**src/rtl/lsu_mem_port_if.sv**
```systemverilog
// Core-side request/response channel of the load/store unit.
`timescale 1ns/1ps
interface lsu_mem_port_if;
    logic        req_valid;
    logic        req_ready;
    logic        req_we;
    logic [1:0]  req_size;
    logic        req_unsigned;
    logic [31:0] req_addr;
    logic [31:0] req_wdata;
    logic        rsp_valid;
    logic        rsp_ready;
    logic [31:0] rsp_rdata;
    logic        rsp_fault;

    modport master (
        output req_valid, req_we, req_size, req_unsigned, req_addr, req_wdata, rsp_ready,
        input  req_ready, rsp_valid, rsp_rdata, rsp_fault
    );

    modport slave (
        input  req_valid, req_we, req_size, req_unsigned, req_addr, req_wdata, rsp_ready,
        output req_ready, rsp_valid, rsp_rdata, rsp_fault
    );
endinterface

```
**src/rtl/lsu_mem_port.sv**
```systemverilog
// Load/store unit between the memory-stage request channel and an asynchronous RAM port.
// Alignment check, registered RAM controls, load extension and console-store diversion.
//
// state | meaning
// IDLE  | ready for a request (req_ready high once out of reset)
// WRITE | single cycle with mem_write_enable asserted
// READ  | mem_read_enable held for MEM_LATENCY cycles, data captured on the last edge
// RESP  | response held until rsp_ready
`timescale 1ns/1ps
module lsu_mem_port #(
    parameter int unsigned MEM_LATENCY = 1,
    parameter logic [31:0] TOHOST_ADDR = 32'h8000_1000
) (
    input  logic        clk,
    input  logic        rst,
    lsu_mem_port_if.slave core,
    output logic        mem_write_enable,
    output logic        mem_read_enable,
    output logic [1:0]  mem_bw,
    output logic [31:0] mem_write_address,
    output logic [31:0] mem_read_address,
    output logic [31:0] mem_data_in,
    input  logic [31:0] mem_data_out,
    output logic        tohost_valid,
    output logic [31:0] tohost_data
);

    typedef enum logic [1:0] {IDLE, WRITE, READ, RESP} state_t;

    localparam logic [3:0] LAT_LOAD = 4'(MEM_LATENCY - 1);

    state_t      state;
    state_t      state_nxt;
    logic        req_ready_q;
    logic [3:0]  lat_cnt;
    logic [1:0]  size_q;
    logic        unsigned_q;
    logic [31:0] rsp_rdata_q;
    logic        rsp_fault_q;
    logic        accept;
    logic        misaligned;
    logic        to_tohost;
    logic        read_done;

    function automatic logic [1:0] bw_of(input logic [1:0] size);
        logic [1:0] bw;
        case (size)
            2'b00:   bw = 2'b01;
            2'b01:   bw = 2'b10;
            default: bw = 2'b11;
        endcase
        return bw;
    endfunction

    function automatic logic [31:0] extend(input logic [31:0] d, input logic [1:0] size,
                                           input logic uns);
        logic [31:0] r;
        case (size)
            2'b00:   r = {{24{d[7] & ~uns}}, d[7:0]};
            2'b01:   r = {{16{d[15] & ~uns}}, d[15:0]};
            default: r = d;
        endcase
        return r;
    endfunction

    assign accept    = (state == IDLE) && core.req_valid && req_ready_q;
    assign to_tohost = core.req_we && (core.req_addr == TOHOST_ADDR);
    assign read_done = (state == READ) && (lat_cnt == 4'd0);

    always_comb begin
        misaligned = 1'b0;
        case (core.req_size)
            2'b00:   misaligned = 1'b0;
            2'b01:   misaligned = core.req_addr[0];
            default: misaligned = (core.req_addr[1:0] != 2'b00);
        endcase
    end

    always_ff @(posedge clk or negedge rst) begin
        if (!rst) begin
            state <= IDLE;
        end else begin
            state <= state_nxt;
        end
    end

    always_comb begin
        state_nxt = state;
        case (state)
            IDLE: begin
                if (accept) begin
                    if (misaligned)        state_nxt = RESP;
                    else if (!core.req_we) state_nxt = READ;
                    else if (to_tohost)    state_nxt = RESP;
                    else                   state_nxt = WRITE;
                end
            end
            WRITE:   state_nxt = RESP;
            READ:    state_nxt = read_done ? RESP : READ;
            RESP:    state_nxt = core.rsp_ready ? IDLE : RESP;
            default: state_nxt = IDLE;
        endcase
    end

    // RAM controls are loaded at accept together with their enable, so address and data
    // are already stable on the first cycle the enable is seen.
    always_ff @(posedge clk or negedge rst) begin
        if (!rst) begin
            req_ready_q       <= 1'b0;
            lat_cnt           <= 4'd0;
            size_q            <= 2'b00;
            unsigned_q        <= 1'b0;
            rsp_rdata_q       <= 32'd0;
            rsp_fault_q       <= 1'b0;
            mem_write_enable  <= 1'b0;
            mem_read_enable   <= 1'b0;
            mem_bw            <= 2'b00;
            mem_write_address <= 32'd0;
            mem_read_address  <= 32'd0;
            mem_data_in       <= 32'd0;
            tohost_valid      <= 1'b0;
            tohost_data       <= 32'd0;
        end else begin
            req_ready_q  <= (state_nxt == IDLE);
            tohost_valid <= 1'b0;
            if (accept) begin
                size_q      <= core.req_size;
                unsigned_q  <= core.req_unsigned;
                rsp_rdata_q <= 32'd0;
                rsp_fault_q <= misaligned;
                lat_cnt     <= LAT_LOAD;
                if (!misaligned) begin
                    if (!core.req_we) begin
                        mem_read_enable  <= 1'b1;
                        mem_read_address <= core.req_addr;
                    end else if (to_tohost) begin
                        tohost_valid <= 1'b1;
                        tohost_data  <= core.req_wdata;
                    end else begin
                        mem_write_enable  <= 1'b1;
                        mem_write_address <= core.req_addr;
                        mem_data_in       <= core.req_wdata;
                        mem_bw            <= bw_of(core.req_size);
                    end
                end
            end
            if (state == WRITE) begin
                mem_write_enable <= 1'b0;
                mem_bw           <= 2'b00;
            end
            if (state == READ) begin
                if (read_done) begin
                    mem_read_enable <= 1'b0;
                    rsp_rdata_q     <= extend(mem_data_out, size_q, unsigned_q);
                end else begin
                    lat_cnt <= lat_cnt - 4'd1;
                end
            end
        end
    end

    assign core.req_ready = req_ready_q;
    assign core.rsp_valid = (state == RESP);
    assign core.rsp_rdata = rsp_rdata_q;
    assign core.rsp_fault = rsp_fault_q;

endmodule

```
**src/flat_wrapper.sv**
```systemverilog
// flat-port wrapper written by rule: the top's interface ports become plain ports
module lsu_mem_port_flat 
#(
    parameter int unsigned MEM_LATENCY = 1,
    parameter logic [31:0] TOHOST_ADDR = 32'h8000_1000
)
  (clk, rst, mem_write_enable, mem_read_enable, mem_bw, mem_write_address, mem_read_address, mem_data_in, mem_data_out, tohost_valid, tohost_data, core_req_valid, core_req_we, core_req_size, core_req_unsigned, core_req_addr, core_req_wdata, core_rsp_ready, core_req_ready, core_rsp_valid, core_rsp_rdata, core_rsp_fault);
  lsu_mem_port_if core_i ();
  input  logic clk;
  input  logic rst;
  output logic mem_write_enable;
  output logic mem_read_enable;
  output logic [1:0] mem_bw;
  output logic [31:0] mem_write_address;
  output logic [31:0] mem_read_address;
  output logic [31:0] mem_data_in;
  input  logic [31:0] mem_data_out;
  output logic tohost_valid;
  output logic [31:0] tohost_data;
  input wire logic [$bits(core_i.req_valid)-1:0] core_req_valid;
  input wire logic [$bits(core_i.req_we)-1:0] core_req_we;
  input wire logic [$bits(core_i.req_size)-1:0] core_req_size;
  input wire logic [$bits(core_i.req_unsigned)-1:0] core_req_unsigned;
  input wire logic [$bits(core_i.req_addr)-1:0] core_req_addr;
  input wire logic [$bits(core_i.req_wdata)-1:0] core_req_wdata;
  input wire logic [$bits(core_i.rsp_ready)-1:0] core_rsp_ready;
  output wire logic [$bits(core_i.req_ready)-1:0] core_req_ready;
  output wire logic [$bits(core_i.rsp_valid)-1:0] core_rsp_valid;
  output wire logic [$bits(core_i.rsp_rdata)-1:0] core_rsp_rdata;
  output wire logic [$bits(core_i.rsp_fault)-1:0] core_rsp_fault;
  assign core_i.req_valid = core_req_valid;
  assign core_i.req_we = core_req_we;
  assign core_i.req_size = core_req_size;
  assign core_i.req_unsigned = core_req_unsigned;
  assign core_i.req_addr = core_req_addr;
  assign core_i.req_wdata = core_req_wdata;
  assign core_i.rsp_ready = core_rsp_ready;
  assign core_req_ready = core_i.req_ready;
  assign core_rsp_valid = core_i.rsp_valid;
  assign core_rsp_rdata = core_i.rsp_rdata;
  assign core_rsp_fault = core_i.rsp_fault;
  lsu_mem_port #(.MEM_LATENCY(MEM_LATENCY), .TOHOST_ADDR(TOHOST_ADDR)) u_core (.clk(clk), .rst(rst), .core(core_i), .mem_write_enable(mem_write_enable), .mem_read_enable(mem_read_enable), .mem_bw(mem_bw), .mem_write_address(mem_write_address), .mem_read_address(mem_read_address), .mem_data_in(mem_data_in), .mem_data_out(mem_data_out), .tohost_valid(tohost_valid), .tohost_data(tohost_data));
endmodule
```
**config.mk**
```make
export PLATFORM = sky130hd
export DESIGN_NAME = lsu_mem_port_flat
export DESIGN_NICKNAME = d
export VERILOG_FILES = /design/src/rtl/lsu_mem_port_if.sv /design/src/rtl/lsu_mem_port.sv /design/src/flat_wrapper.sv
export SDC_FILE = /design/constraint.sdc
export NUM_CORES = 1
export LEC_CHECK = 0
export ABC_CLOCK_PERIOD_IN_PS = 4200
export CORE_ASPECT_RATIO = 0.6
export CORE_UTILIZATION = 25
export DETAILED_ROUTE_END_ITERATION = 10
export SYNTH_ARGS = -nofsm -noshare
export SYNTH_HDL_FRONTEND = slang
export SYNTH_SLANG_ARGS = --single-unit
```
**constraint.sdc**
```tcl
create_clock -name clk -period 4.2 [get_ports clk]
set_clock_uncertainty 0.15 [all_clocks]
set_input_delay 1.05 -clock clk [delete_from_list [all_inputs] [get_ports clk]]
set_output_delay 1.05 -clock clk [all_outputs]
set_load 0.05 [all_outputs]
```
## After elaboration in Yosys (flattened, before gate mapping)

Index checks and enable logic that the tools add are counted.

- Add/subtract/negate cells: 1
- Multiply operators: 0
- Div/mod/pow operators: 0
- $lt $le $gt $ge: 0
- Eq/ne operators: 8
- Shift operators: 0
- Muxes and demuxes: 35
- Bitwise operators: 6
- Reductions and logical operators: 16

Operators by type and width:

| kind | number |
|---|---|
| 32-bit two-way mux | 3 |
| 32-bit case mux with 2 select lines | 1 |
| 32-bit equality test, second input constant | 1 |
| 2-bit two-way mux | 10 |
| 1-bit two-way mux | 15 |
| 4-bit two-way mux | 3 |
| 4-bit AND reduction | 3 |
| 2-bit logical NOT | 4 |
| 2-bit case mux with 4 select lines | 1 |
| 2-bit by 1-bit equality test with 1-bit output, second input constant | 3 |
| 2-bit nonzero test | 3 |
| 2-bit equality test, second input constant | 2 |
| 1-bit logical AND | 4 |
| 4-bit logical NOT | 1 |
| 2-bit inequality test, second input constant | 2 |
| 1-bit inverter | 4 |
| 2-bit case mux with 2 select lines | 1 |
| 4-bit by 1-bit subtractor with 4-bit output, second input constant | 1 |
| 3-bit AND reduction | 1 |
| 1-bit AND | 2 |
| 1-bit case mux with 2 select lines | 1 |

- Bits in registers: 176
- Bits in latches: 0
- RAM bits: 0
- Bits in read-only memories: 0
- Input port bits: 104
- Word-level logic and storage cells: 81
- Memories: 0

## Depth between registers and ports, before layout

Gate-level depths: netlist (run 1).

- Depth after elaboration: 8
- Mapped depth: 8
- Mapped depth without buffers: 6

## Worst setup path after synthesis (run 1)

OpenSTA, ideal clock, no wires.

- Path type: input port to flip-flop
- From: input port core_req_addr[24]
- To: register u_core.tohost_data[10]
- Arrival: 2.495 ns
- Data required time: 3.925 ns
- Slack: 1.430 ns
- Stages: 5
- Path buffers: 1
- Cells stage by stage: nor4_2 -> nand4_2 -> nor4_4 -> buf_6 -> mux2_4

- Cells in the longest elaborated chain, start to end: 3

Ends and longest elaborated chain:

| element | RTL line | RTL |
|---|---|---|
| from (decl) | flat_wrapper.sv:24 | `input wire logic [$bits(core_i.req_addr)-1:0] core_req_addr;` |
| 32-bit equality test | lsu_mem_port.sv:67 | `assign to_tohost = core.req_we && (core.req_addr == TOHOST_ADDR);` |
| 1-bit logical AND | lsu_mem_port.sv:67 |  |
| 4-bit AND reduction (no source line) | -- |  |
| to (signal assigned) | lsu_mem_port.sv:138 | `tohost_data <= core.req_wdata;` |
| to (decl) | lsu_mem_port.sv:25 | `output logic [31:0] tohost_data` |

No other way between the ends.
A chain may end at the register's enable or synchronous reset.

## Worst setup path in the final report (run 1)

- From: input port core_req_addr[25]
- To: register u_core.tohost_data[0]

Same word-level chain as after synthesis.

==> results of run 1 <==
[worst max-delay path, cell delays in order]
cell             delay, ns
clkdlybuf4s50_1       0.51
nor4b_2               0.50
nand4_2               0.30
nor4_4                0.37
buf_12                0.29
mux2_2                0.38
[synthesized netlist by cell type, drive strengths merged (3+ instances only)]
cell type | n | area (um^2)
clkbuf | 13 | 48.8
dfrtp | 176 | 4400
inv | 3 | 11.3
nand2b | 3 | 18.8
a31o | 8 | 70.1
nand3 | 25 | 125
mux2i | 7 | 70.1
nor2 | 5 | 18.8
nand2 | 36 | 135
mux2 | 128 | 1550
buf | 18 | 126
nor4 | 7 | 77.6
nor3 | 3 | 20.0
a21oi | 27 | 135
o21ai | 27 | 135
[how the worst max path moves through the flow]
stage	startpoint	end	slack, ns	cells past startpoint
final	core_req_addr[25]	u_core.tohost_data[0]	0.90	6
after global routing	core_req_addr[25]	u_core.tohost_data[0]	0.83	6
after CTS	core_req_addr[25]	u_core.tohost_data[0]	0.87	6
after detailed placement	core_req_addr[25]	u_core.tohost_data[0]	0.41	6
after global placement	core_req_addr[25]	u_core.tohost_data[2]	0.49	6
after floorplan	core_req_addr[24]	u_core.tohost_data[10]	1.43	5
[placed cells by master, fill, tap and decap left out, drive strengths merged, types with 7 or more instances in the layout]
cell             n
nand2           36
clkinv           8
a21oi           27
buf             16
dfrtp          176
o21ai           27
mux2           128
inv              7
clkbuf          17
a31o             8
nand3           25
nor4             7
clkdlybuf4s50  270
mux2i            7
[layer usage]
metal | track usage, % | wire length (um) | vias to the layer above
met3 | 6.51 | 1810 | 10
met2 | 20.4 | 8610 | 157
met1 | 19.8 | 9640 | 2541
met4 | 4.02 | 148 | 0
li1 | - | - | 2350
met5 | 0 | 0 | -
[power by group]
| part | internal, mW | switching, mW | total (mW) |
|---|---|---|---|
| logic | 1.29 | 2.45 | 3.74 |
| registers | 2.19 | 0.288 | 2.48 |
| clock network | 0.883 | 0.706 | 1.59 |
| total | 4.37 | 3.44 | 7.81 |
[per-stage QoR]
step | worst slack (ns) | cell area (um^2) | cells | hold slack (ns) | power (mW)
after floorplan | 1.43 | 7110 | 504 | 0.296 | 4.87
after global routing | 0.829 | 10900 | 1158 | 0.363 | 8.20
after global placement | 0.491 | 10300 | 1126 | 0.315 | 6.24
final | 0.901 | 10900 | 1158 | 0.338 | 7.81
after CTS | 0.871 | 10900 | 1158 | 0.339 | 7.92
after detailed placement | 0.409 | 10300 | 1126 | 0.324 | 6.27
[area by class of cell]
cell class / count / area share (%)
Tap cell: 367 / 4.21
Sequential cell: 176 / 40.4
Multi-Input combinational cell: 294 / 23.4
Clock buffer: 17 / 3.90
Timing Repair Buffer: 286 / 26.5
Clock inverter: 15 / 1.45
Inverter: 3 / 0.103
[kinds of logic (layout without fill, tap and decap cells)]
family,Yosys count,count (layout)
adder cells (fa/ha/maj),2,2
multiplexers,135,135
flip-flops,176,176
buffers and inverters,34,321
AO/OA/AOI/OAI,67,67
AND/OR/NAND/NOR,90,90
[registers in the layout, indices dropped and copies added (netlist names)]
| name | flops |
|---|---|
| u_core.mem_read_address | 32 |
| u_core.core.req_ready | 1 |
| u_core.mem_write_enable | 1 |
| u_core.size_q | 2 |
| u_core.mem_read_enable | 1 |
| u_core.core.rsp_fault | 1 |
| u_core.lat_cnt | 4 |
| u_core.mem_data_in | 32 |
| u_core.tohost_valid | 1 |
| u_core.tohost_data | 32 |
| u_core.state | 2 |
| u_core.mem_bw | 2 |
| u_core.mem_write_address | 32 |
| u_core.core.rsp_rdata | 32 |
| u_core.unsigned_q | 1 |
==> flow_summary.toml, run 1 <==
[drt]
via_per_inst = 4.37
final_antenna_net_count = 0
vias = 5058
wl_per_cell_um = 17.4
drc = 30
drt_iter0_drc = 267
drt-pass1-iter-count = 7
wirelength_um = 20200

[timing]
slew_violations = 0
setup_viol = 0
slew_headroom_pct = 29.9
max_freq_mhz = 303
grt_setup_unrepaired = "no"
final.period_utilization_pct = 78.5
period_needed_ns = 3.30
worst_pin_slew_ns = 1.05
finalSetupTns_ns = 0
hold_viol = 0

[worst_setup_path]
path_class = "in -> reg"
r2r-end = "u_core.core.rsp_rdata[10]"
ff2ff_setup_slack_ns = 1.76
critPathMaxFanout = 33
arrival_ns = 3.47
end_kind = "flop"
cp-start-kind = "primary input"
r2r_cells = 5
crit_required_ns = 4.37
r2r_start = "u_core.lat_cnt[0]"

[logic_synthesis]
synth_top_family_by_area = "multiplexers"
yosysWarningCount = 0
syn_area_per_cell_um2 = 14.1
synth_edf_count = 0
synth-seq-area-share_pct = 61.9
yosysUniqueCellTypes = 38
synth-simple-area-share_pct = 6.93
synth_compound_area_share_pct = 5.42
async_flop_share_pct = 100
syn-num-nets = 610
synthXorXnorAreaFrac_pct = 0
ys_seq_elements = 176
synthFlopType = "dfrtp_1"
syn_area_um2 = 7110
syn_inst = 504
synth-adder-area-share_pct = 0.352
synthMuxAreaShare_pct = 22.8

[final_layout]
n_antenna_cell = 0
fin_nets = 884
n_fill_cell = 2683
final_core_util_pct = 39.3
syn_to_final_growth_pct = 53.2
final-seq-area_um2 = 4400
drive_gt1_share_pct = 21.2
multi_input_area_um2 = 2550

[floorplan]
pin_count = 272
dieArea_um2 = 29200
dieHeight_um = 133
core_area_um2 = 27800
die_w_um = 220
rows = 47
start_util_pct = 25.6

[power_and_ir_drop]
ir_worst_vdd_uv = 408
p_per_area_nw_per_um2 = 716
power_leakage_nw = 4.89

[clock_tree]
clk_pin_slew_ns = 0.07
worstSkewPairLatency_ns = 0.43
numCtsBuffers = 17
cts_buffer_depth = 2
cts_setup_buffers = 0
ctsRootBufferMaster = "clkbuf_16"
cts_resized = 0
ctsHoldBuffers = 0
cts_tree = "done"
cts.sinks = 176
cts_max_level = 4

[global_route]
grt_pass1_vias = 5348
grt_max_degree = 74
grt_usage_pct = 14.5
antenna_found_initial = 0
grt_pass1_wl_um = 32000
globalRoute.totalOverflow = 0

[run_status]
violations = "design-rule violations"
status = "finished with violations"

[placement]
dp_hpwl_um = 14300
io_buffers = 271
gp_congestion = 0.754

[min_path]
hp-start = "u_core.core.rsp_fault"
min_to = "u_core.core.rsp_fault"
hp-class = "reg -> reg"
hold_depth = 2

[job]
timing.max_cap.violations = 0
(Power assumes the default switching activity.)
==> run 2, diff against run 1 <==
- ABC_CLOCK_PERIOD_IN_PS: 4200 -> 3200
- clock period: 4.2 -> 3.2 ns (I/O delays scaled with it)
==> run 2 against run 1 <==
Net effect: the run still ends with design-rule violations left; combinational power is 32% higher; critical endpoint is now u_core.tohost_data[2]; sequential share of layout area fell by 0.84 points; hold slack got worse by 0.14 ns; non-clock buffer count up 27; largest power group unchanged; highest routed layer unchanged.
==> flow_summary.toml, run 2 (synthesized netlist as in run 1, its figures left out) <==
[global_route]
grt_usage_pct = 14.6
grt_pass1_wl_um = 31900
grt_pass1_vias = 5442
grt_max_degree = 61
antenna_found_initial = 0
globalRoute.totalOverflow = 0

[timing]
setup_viol = 0
grt_setup_unrepaired = "no"
finalSetupTns_ns = 0
hold_viol = 0
final.period_utilization_pct = 92.5
period_needed_ns = 2.96
slew_headroom_pct = 38.4
max_freq_mhz = 338
worst_pin_slew_ns = 0.924
slew_violations = 0

[clock_tree]
ctsHoldBuffers = 0
cts.sinks = 176
cts_buffer_depth = 2
ctsRootBufferMaster = "clkbuf_16"
cts_max_level = 4
cts_resized = 0
numCtsBuffers = 17
cts_tree = "done"
clk_pin_slew_ns = 0.07
cts_setup_buffers = 0
worstSkewPairLatency_ns = 0.44

[worst_setup_path]
cp_top_family = "buffers and inverters"
r2r_cells = 7
end_kind = "flop"
cp_slowest_cell = "nor4_1"
crit_top_cell = "buf_4"
critPathBufInv = 4
path_class = "in -> reg"
cp-start-kind = "primary input"
arrival_ns = 3.14
critPathMaxFanout = 30
max_stage_delay_ns = 0.47
crit_required_ns = 3.38
r2r_start = "u_core.lat_cnt[0]"
crit_cells = 8
crit_chain = "clkdlybuf4s50_1 -> nor4_1 -> buf_4 -> nand4_1 -> buf_4 -> nor4_4 -> buf_12 -> mux2_2"
ff2ff_setup_slack_ns = 0.96
r2r-end = "u_core.core.rsp_rdata[22]"

[final_layout]
fin_nets = 911
final-seq-area_um2 = 4400
final_cell_mix = "clkdlybuf4s50_1, dfrtp_1, mux2_2"
final_common_cell = "clkdlybuf4s50_1"
multi_input_area_um2 = 2550
n_fill_cell = 2656
drive_gt1_share_pct = 23.8
final_core_util_pct = 40.1
syn_to_final_growth_pct = 56.5
n_antenna_cell = 0

[drt]
drt-pass1-iter-count = 8
via_per_inst = 4.33
drc = 30
drt_iter0_drc = 296
final_antenna_net_count = 0
wl_per_cell_um = 17.4
vias = 5133
wirelength_um = 20600

[power_and_ir_drop]
p_per_area_nw_per_um2 = 924
power_leakage_nw = 5.04
ir_worst_vdd_uv = 467

[placement]
gp_congestion = 0.759
dp_hpwl_um = 14800
io_buffers = 271

[floorplan]
dieArea_um2 = 29200
start_util_pct = 25.6
core_area_um2 = 27800
dieHeight_um = 133
pin_count = 272
die_w_um = 220
rows = 47

[run_status]
violations = "design-rule violations"
status = "finished with violations"

[job]
timing.max_cap.violations = 0

[min_path]
hp-class = "in -> async"
[run 2: worst max path at each step]
stage	from	slack, ns	end
floorplan	core_req_addr[24]	0.68	u_core.tohost_data[10]
global placement	core_req_addr[5]	-0.22	u_core.tohost_data[2]
detailed placement	core_req_addr[5]	-0.21	u_core.tohost_data[2]
CTS	core_req_addr[5]	0.29	u_core.tohost_data[2]
global route	core_req_addr[5]	0.16	u_core.tohost_data[2]
finish	core_req_addr[5]	0.24	u_core.tohost_data[2]
[run 2: metrics by stage]
stage                     hold WS [ns]  power, mW  instance area [um^2]  std cells  setup slack [ns]
after floorplan                  0.296       6.39                  7110        504             0.680
after global placement           0.315       8.24                 10600       1153            -0.222
after detailed placement         0.322       8.28                 10600       1153            -0.207
after CTS                        0.190       10.4                 11100       1185             0.289
after global routing             0.211       10.8                 11100       1185             0.165
final                            0.198       10.3                 11100       1185             0.241
[run 2: layer usage]
metal	global-route usage [%]	vias to the layer above	share of wire [%]
li1	-	2401	-
met1	19.6	2555	47
met2	20.7	165	43
met3	6.97	12	9.5
met4	4.14	0	0.99
met5	0	-	0
[run 2: area by class of cell]
type                            instances  share of cell area, %
Clock inverter                         15                   1.33
Multi-Input combinational cell        294                   22.9
Sequential cell                       176                   39.6
Clock buffer                           17                   3.82
Timing Repair Buffer                  313                   28.1
Inverter                                3                  0.101
Tap cell                              367                   4.13
[run 2: power breakdown]
part | leakage (nW) | total, mW | internal, mW | switching [mW]
clock network | 0.285 | 2.07 | 1.10 | 0.971
registers | 2.37 | 3.29 | 2.88 | 0.413
logic | 2.38 | 4.92 | 1.73 | 3.20
[run 2: worst register-to-register path: stages (launching register included)]
cell,delay (ns)
dfrtp_1,0.42
inv_1,0.09
ha_1,0.14
nor3b_1,0.34
nand2b_2,0.38
buf_4,0.37
nand3_1,0.13
o21ai_0,0.09
==> run 3, diff against run 2 <==
- ABC_CLOCK_PERIOD_IN_PS: 3200 -> not set
==> results of run 3 <==
No change in the layout: final DEF, timing and power equal those of run 2.
